## src/rtl/sq_pkg.sv

```systemverilog
`default_nettype none
// ============================================================================
// Module  : sq_pkg
// Brief   : Shared types, default width and sizing helper for the squarer.
// Revision: 1.0 - initial release
// ============================================================================
package sq_pkg;

    localparam int SQ_N = 32;

    typedef enum logic [1:0] {
        IDLE = 2'd0,
        CALC = 2'd1,
        DONE = 2'd2
    } sq_state_e;

    function automatic int clog2(input int value);
        int width;
        width = 0;
        while ((1 << width) < value) begin
            width = width + 1;
        end
        return width;
    endfunction

endpackage
`default_nettype wire

```

## src/rtl/sq_shift_add_step.sv

```systemverilog
`default_nettype none
// ============================================================================
// Module  : sq_shift_add_step
// Brief   : One shift-add partial product: adds mcand into acc when bit is set.
// Revision: 1.0 - initial release
// ============================================================================
module sq_shift_add_step #(
    parameter int N = 32
) (
    input  logic [N-1:0] i_acc,
    input  logic [N-1:0] i_mcand,
    input  logic         i_bit,
    output logic [N-1:0] o_acc
);

    assign o_acc = i_bit ? (i_acc + i_mcand) : i_acc;

endmodule
`default_nettype wire

```

## src/rtl/sq_square.sv

```systemverilog
`default_nettype none
// ============================================================================
// Module  : sq_square
// Brief   : Sequential shift-add squarer, N/2-bit root in, exact N-bit square out.
// Revision: 1.0 - initial release
// ============================================================================
module sq_square
    import sq_pkg::*;
#(
    parameter int N = SQ_N
) (
    input  logic           Clock,
    input  logic           reset_n,
    input  logic           in_valid,
    output logic           in_ready,
    input  logic [N/2-1:0] root_in,
    output logic           out_valid,
    input  logic           out_ready,
    output logic [N-1:0]   square_out,
    output logic           busy
);

    localparam int H  = N / 2;
    localparam int CW = clog2(H);
    localparam logic [CW-1:0] c_LAST = CW'(H - 1);

    sq_state_e     r_state;
    logic [N-1:0]  r_acc;
    logic [N-1:0]  r_mcand;
    logic [H-1:0]  r_mplier;
    logic [CW-1:0] r_cnt;
    logic [N-1:0]  r_square;
    logic [N-1:0]  w_acc_next;

    sq_shift_add_step #(
        .N (N)
    ) u_step (
        .i_acc   (r_acc),
        .i_mcand (r_mcand),
        .i_bit   (r_mplier[0]),
        .o_acc   (w_acc_next)
    );

    // Handshake flags decode straight from state so reset clears them at once.
    assign in_ready   = (r_state == IDLE);
    assign out_valid  = (r_state == DONE);
    assign busy       = (r_state != IDLE);
    assign square_out = r_square;

    always_ff @(posedge Clock or negedge reset_n) begin
        if (!reset_n) begin
            r_state  <= IDLE;
            r_acc    <= '0;
            r_mcand  <= '0;
            r_mplier <= '0;
            r_cnt    <= '0;
            r_square <= '0;
        end else begin
            case (r_state)
                IDLE: begin
                    if (in_valid) begin
                        r_mcand  <= {{(N - H){1'b0}}, root_in};
                        r_mplier <= root_in;
                        r_acc    <= '0;
                        r_cnt    <= '0;
                        r_state  <= CALC;
                    end
                end
                CALC: begin
                    r_acc    <= w_acc_next;
                    r_mcand  <= r_mcand << 1;
                    r_mplier <= r_mplier >> 1;
                    // Counter parks on the last index rather than wrapping.
                    if (r_cnt == c_LAST) begin
                        r_square <= w_acc_next;
                        r_state  <= DONE;
                    end else begin
                        r_cnt <= r_cnt + CW'(1);
                    end
                end
                DONE: begin
                    if (out_ready) begin
                        r_state <= IDLE;
                    end
                end
                default: r_state <= IDLE;
            endcase
        end
    end

endmodule
`default_nettype wire
```

## config.mk

```make
export PLATFORM = sky130hd
export DESIGN_NAME = sq_square
export DESIGN_NICKNAME = d
export VERILOG_FILES = /design/src/rtl/sq_pkg.sv /design/src/rtl/sq_shift_add_step.sv /design/src/rtl/sq_square.sv
export SDC_FILE = /design/constraint.sdc
export NUM_CORES = 1
export LEC_CHECK = 0
export ABC_AREA = 1
export BUFFER_PORTS_ARGS = -buffer_cell sky130_fd_sc_hd__buf_4
export CAP_MARGIN = 20
export CORE_ASPECT_RATIO = 1.5
export CORE_MARGIN = 2
export CORE_UTILIZATION = 30
export CTS_CLUSTER_DIAMETER = 30
export DETAILED_ROUTE_END_ITERATION = 8
export MAX_ROUTING_LAYER = met4
export PLACE_DENSITY = 0.45
export SYNTH_ARGS = -nofsm -noshare
export SYNTH_HDL_FRONTEND = slang
export SYNTH_SLANG_ARGS = --single-unit
```

## constraint.sdc

```tcl
create_clock -name Clock -period 4.4 [get_ports Clock]
set_input_delay 0.88 -clock Clock [delete_from_list [all_inputs] [get_ports Clock]]
set_output_delay 0.88 -clock Clock [all_outputs]
set_load 0.01 [all_outputs]
```

# [Word level (Yosys, flattened, before mapping)]
# Index checks and enable logic that the tools add are counted.
# Widths: inputs -> output; s select.
[totals] regBits=118 in_bits=20
[op_classes] addsub=2 eq_ne=7 n_mux=14 n_reduce_logical=7
[ops] op="$pmux 32 s2" n=2
[ops] op="$mux 32" n=3
[ops] op="$add 32x32->32" n=1
[ops] op="$pmux 16 s2" n=1
[ops] op="$mux 16" n=1
[ops] op="$mux 4" n=2
[ops] op="$pmux 4 s2" n=1
[ops] op="$mux 2" n=3
[ops] op="$ne 2x2->1 const B" n=3
[ops] op="$pmux 2 s3" n=1
[ops] op="$reduce_and 3->1" n=2
[ops] op="$add 4x1->4 const B" n=1
[ops] op="$eq 4x4->1 const B" n=1
[ops] op="$reduce_and 2->1" n=2
[ops] op="$reduce_bool 2->1" n=2
[ops] op="$eq 2x1->1 const B" n=1
[ops] op="$eq 2x2->1 const B" n=1
[ops] op="$logic_not 2->1" n=1
[ops] op="$ne 2x1->1 const B" n=1

# [Longest topological paths before layout]
[logic_depth] word_depth=3 ltp_mapped=13 depth_no_buf=13

# [Cells and area by module]
# A second synthesis with hierarchy kept.
[hier_totals] cells_unflattened=1158 area_unflattened_um2=7659.8
[by_module_without_submodules] mod="sq_square" n_inst=1 cells_each=581 area_each_um2=4877.2
[by_module_without_submodules] mod="sq_shift_add_step" n_inst=1 cells_each=577 area_each_um2=2782.7

# [Least setup slack after synthesis]
# Ideal clock, no wire load.
[synth_path] path_type="reg-to-reg" from="register r_acc[0]" to="register r_acc[8]" setup_ns=0.141 t_arrival_ns=1.770 t_required_ns=4.259 slack_ns=2.489 path_stages_with_launch=10 path_buffers=0 period_less_slack_ns=1.911 cell_sequence="dfrtp_1 > ha_1 > fa_1 > nand3_1 > nand3_1 > nand2_1 > nand2_1 > xor2_1 > o21ai_0 > o22ai_1"
[synth_between] elab_chain_cells=3
[synth_rtl] element="start: declaration" line_no="sq_square.sv:28" source="logic [N-1:0] r_acc;"
[synth_rtl] element="start signal: assignment" line_no="sq_square.sv:70" source="r_acc <= w_acc_next;"
[synth_rtl] element="$add 32x32->32" line_no="sq_shift_add_step.sv:16" source="assign o_acc = i_bit ? (i_acc + i_mcand) : i_acc;"
[synth_rtl] element="$mux 32" line_no="sq_shift_add_step.sv:16"
[synth_rtl] element="$pmux 32 s2" line_no="sq_square.sv:59" source="case (r_state)"
# Every way passes these cells.
# A chain may end at the register's enable or synchronous reset.

# [Worst setup path after layout]
[layout_path] from="register r_state[0]" to="register r_acc[8]"
[layout_between] elab_chain_cells=3 elab_cells_between_ends=6 classes_between="eq/ne (2); mux (1); reduce/logical (3)"
[layout_rtl] element="start: declaration" line_no="sq_square.sv:27" source="sq_state_e r_state;"
[layout_rtl] element="start signal: assignment" line_no="sq_square.sv:52" source="r_state <= IDLE;"
[layout_rtl] element="start signal: assignment" line_no="sq_square.sv:66" source="r_state <= CALC;"
[layout_rtl] element="start signal: assignment" line_no="sq_square.sv:76" source="r_state <= DONE;"
[layout_rtl] element="$eq 2x1->1 or $logic_not 2->1 (tied branches)" line_no="sq_square.sv:59"
[layout_rtl] element="$reduce_bool 2->1 (no line) or $ne 2x2->1 (tied branches)"
[layout_rtl] element="$reduce_and 2->1 (no line)"
# Parallel ways exist; a longest one is shown, timed or not.

==> summary.md <==
| Metric | Value |
|---|---|
| CTS Hold Bufs | `0` |
| 1st-pass router iterations | `5` |
| Postcts setup bufs | `0` |
| Total chip power | `7.90 mW` |
| Vias in the first global route | `around 6900` |
| Synth Cell Area | `7550 um^2` |
| Hold depth | `2` |
| Logic depth of the worst register-to-register path | `6` |
| Largest net degree at the start of global routing | `between 60 and 70` |
| Netlist cell types | `38` |
| Avg Inst Size Synth | `6.92 um^2` |
| Setup-failing EPs final | `0` |
| CTS sink cnt | `between 100 and 150` |
| Number of nets with antenna violations after detailed routing | `0` |
| TritonCTS clock tree | `yes` |
| Post-synthesis sequential area ratio | `0.391` |
| Initial antenna violation count | `0` |
| Post-layout min period | `between 2 and 3 ns` |
| CTS Buf Count | `17` |
| Core ar. | `about 25000 um^2` |
| Setup TNS | `0 ns` |
| Worst endpoint data arrival time | `roughly 3.2 ns` |
| Fin. max-slew vios | `0` |
| Avg WL per Cell | `about 15 um` |
| Mux share of post-synthesis cell area | `0` |
| Peak Freq | `0.342 GHz` |
| Pleak | `around 4.8 nW` |
| Via-to-Cell Ratio | `4.56` |
| Synth Area in Simple Gates | `0.317` |
| Port Buffers | `54` |
| Relative slew slack | `0.401` |
| Crit. End Element | `register` |
| Startpoint types | `register` |
| Worst skew pair latency | `0.42 ns` |
| Initial DRC count | `between 200 and 300` |
| P per Cell Area | `just under 900 nW/um^2` |
| Adder-cell share of the synthesized area | `0.0557` |
| Synth warnings | `0` |
| Share of cells above drive strength 1 | `0.119` |
| Critical Path RT | `4.66 ns` |
| Clock root buffer | `clkbuf_16` |
| Main synth FF type | `dfrtp_1` |
| Place WS | `1.46 ns` |
| Synth Area in Compound Gates | `0.102` |
| Hold Path Class | `register to register` |
| Register bit total from synthesis | `approximately 120` |
| Worst-Margin Slew | `approximately 0.90 ns` |
| Cts repair resizes | `0` |
| Die width | `between 100 and 150 um` |
| Number of flops mapped to enable cells by yosys | `0` |
| DR DRC count | `0` |
| Reg2reg setup slack | `~1.5 ns` |
| Post-Synth XOR/XNOR Area | `0.0162` |
| CP max FO | `52` |
| Peak supply drop | `just under 0.4 mV` |
| Total grt overflow | `0` |
| Area Overhead vs Synth | `17.1%` |
| Post-DP HPWL | `about 18000 um` |
| CTS H-Tree Depth | `4` |
| Largest family of logic cells by synthesized area | `simple AND/OR/NAND/NOR gates` |
| DR vias | `slightly below 7000` |
| Period utilization | `0.665` |
| Placed Cells | `~1400` |
| Asr flop ratio synth | `1.00` |
| Final cell count without fillers | `between 1000 and 1500` |
| Filler cell count | `about 2700` |
| DIE AREA | `~26000 um^2` |
| R2R Path End | `r_acc[8]` |
| Reg clk slew, reported paths | `approximately 0.06 ns` |
| I/O pins | `55` |
| Detailed-route wire length | `~23000 um` |
| All-Layer GR Usage | `0.190` |
| Number of diodes | `0` |
| Nets | `about 1200` |
| Crit Reg-Reg Startpoint | `r_state[0]` |
| Setup ws final | `about 1.5 ns` |
| DIE HEIGHT | `roughly 200 um` |
| Syn Inst Count | `between 1000 and 1500` |
| Worst hold start | `square_out[30]` |
| RSZ-0062 raised after global routing | `no` |
| Routability-driven placement congestion ratio | `about 0.92` |
| First-pass GRT wire length | `between 30000 and 40000 um` |
| Crit Path Class | `register to register` |
| Clk_skew | `between 0.008 and 0.009 ns` |
| Final hold viol count | `0` |
| Num rows | `71` |
| Mapped Nets | `between 1000 and 1500` |
| Outcome | `completed` |
| Clock buffer depth | `2` |
| Max-Cap Viols | `0` |
| Final core occ | `0.355` |
| Initial Utilization | `0.303` |
| Hold Crit Endpoint | `square_out[30]` |
per-layer routing:
metal	track usage	vias up	wire, um	share of wire
met1	0.193	3060	8790	0.38
met3	0.0300	42	522	0.023
met2	0.349	109	12500	0.54
li1	-	3518	-	-
met5	-	-	0	0
met4	0.102	0	1100	0.048
state kept, by name, summed over array words and instances (netlist names):
name and cells:
r_acc 32, r_mcand 32, square_out 32, r_mplier 16
r_cnt 4, r_state 2
layout by cell type, fill, tap and decap left out, types with 2 or more instances in the layout:
master	count
clkinv_4	2
nand3_1	85
xor2_1	6
nand2_1	382
ha_1	32
dfrtp_1	118
bufinv_16	2
nor3_1	4
o21bai_1	3
clkinvlp_4	3
xnor2_1	8
o21ai_1	42
buf_4	59
a21oi_1	24
o21ai_0	41
clkbuf_8	2
inv_1	183
nand2_2	9
nor2_2	2
o22ai_1	22
inv_2	6
clkbuf_16	17
inv_6	4
nand4_1	3
clkinv_2	2
nor2_1	44
or2_2	15
nor2_4	2
o211ai_1	4
a31oi_1	2
nand3_2	9
power breakdown:
part	internal [mW]	switching, mW	total (mW)
Sequential	1.60	0.361	1.96
Combinational	1.57	2.97	4.54
Clock	0.869	0.533	1.40
Total	4.03	3.87	7.90
cell type report:
cell class / instances / area [um^2] / area share
clock inverter: 13 / 145 / 0.0164
tap: 328 / 410 / 0.0464
multi-input combinational: 749 / 3700 / 0.419
clock buffer: 19 / 453 / 0.0512
inverter: 190 / 713 / 0.0807
sequential: 118 / 2950 / 0.334
timing repair buffer: 60 / 463 / 0.0524
critical path, cell delays in order (launching register included):
cell	delay [ns]
dfrtp_1	0.42
inv_2	0.06
nor2_4	0.67
nor2_4	0.28
inv_2	0.71
buf_4	0.45
o22ai_1	0.13
per-stage QoR:
stage	instance area (um^2)	hold slack, ns
floorplan	7550	0.468
global placement	8240	0.468
detailed placement	8240	0.468
CTS	8840	0.484
global route	8840	0.509
finish	8840	0.477
worst max-delay path by stage:
stage / endpoint / from / cells after the start
2_1_floorplan: r_acc[8] / r_acc[0] / 9
3_3_place_gp: r_acc[7] / r_state[0] / 6
4_1_cts: r_acc[8] / r_state[0] / 6
6_report: r_acc[8] / r_state[0] / 6
3_5_place_dp: r_acc[5] / r_state[0] / 6
5_1_grt: r_acc[3] / r_state[0] / 6
logic make-up after synthesis:
| kind of cell | count (synthesis) |
|---|---|
| xor gates and xnor gates | 14 |
| and+or+nand+nor | 560 |
| DFF | 118 |
| AOI/OAI and AO/OA | 142 |
| adders and majority gates | 33 |
| buffers and inverters | 223 |
synthesized netlist by cell type (all sizes together) (8+ instances only):
library cell	n	share of area
buf	22	0.018
nor2	49	0.029
a21oi	24	0.016
or2	16	0.013
o22ai	22	0.018
ha	32	0.053
dfrtp	118	0.39
o21ai	83	0.055
inv	189	0.094
nand3	94	0.068
xnor2	8	0.0093
clkbuf	11	0.0055
nand2	392	0.20
(Power assumes the default switching activity.)
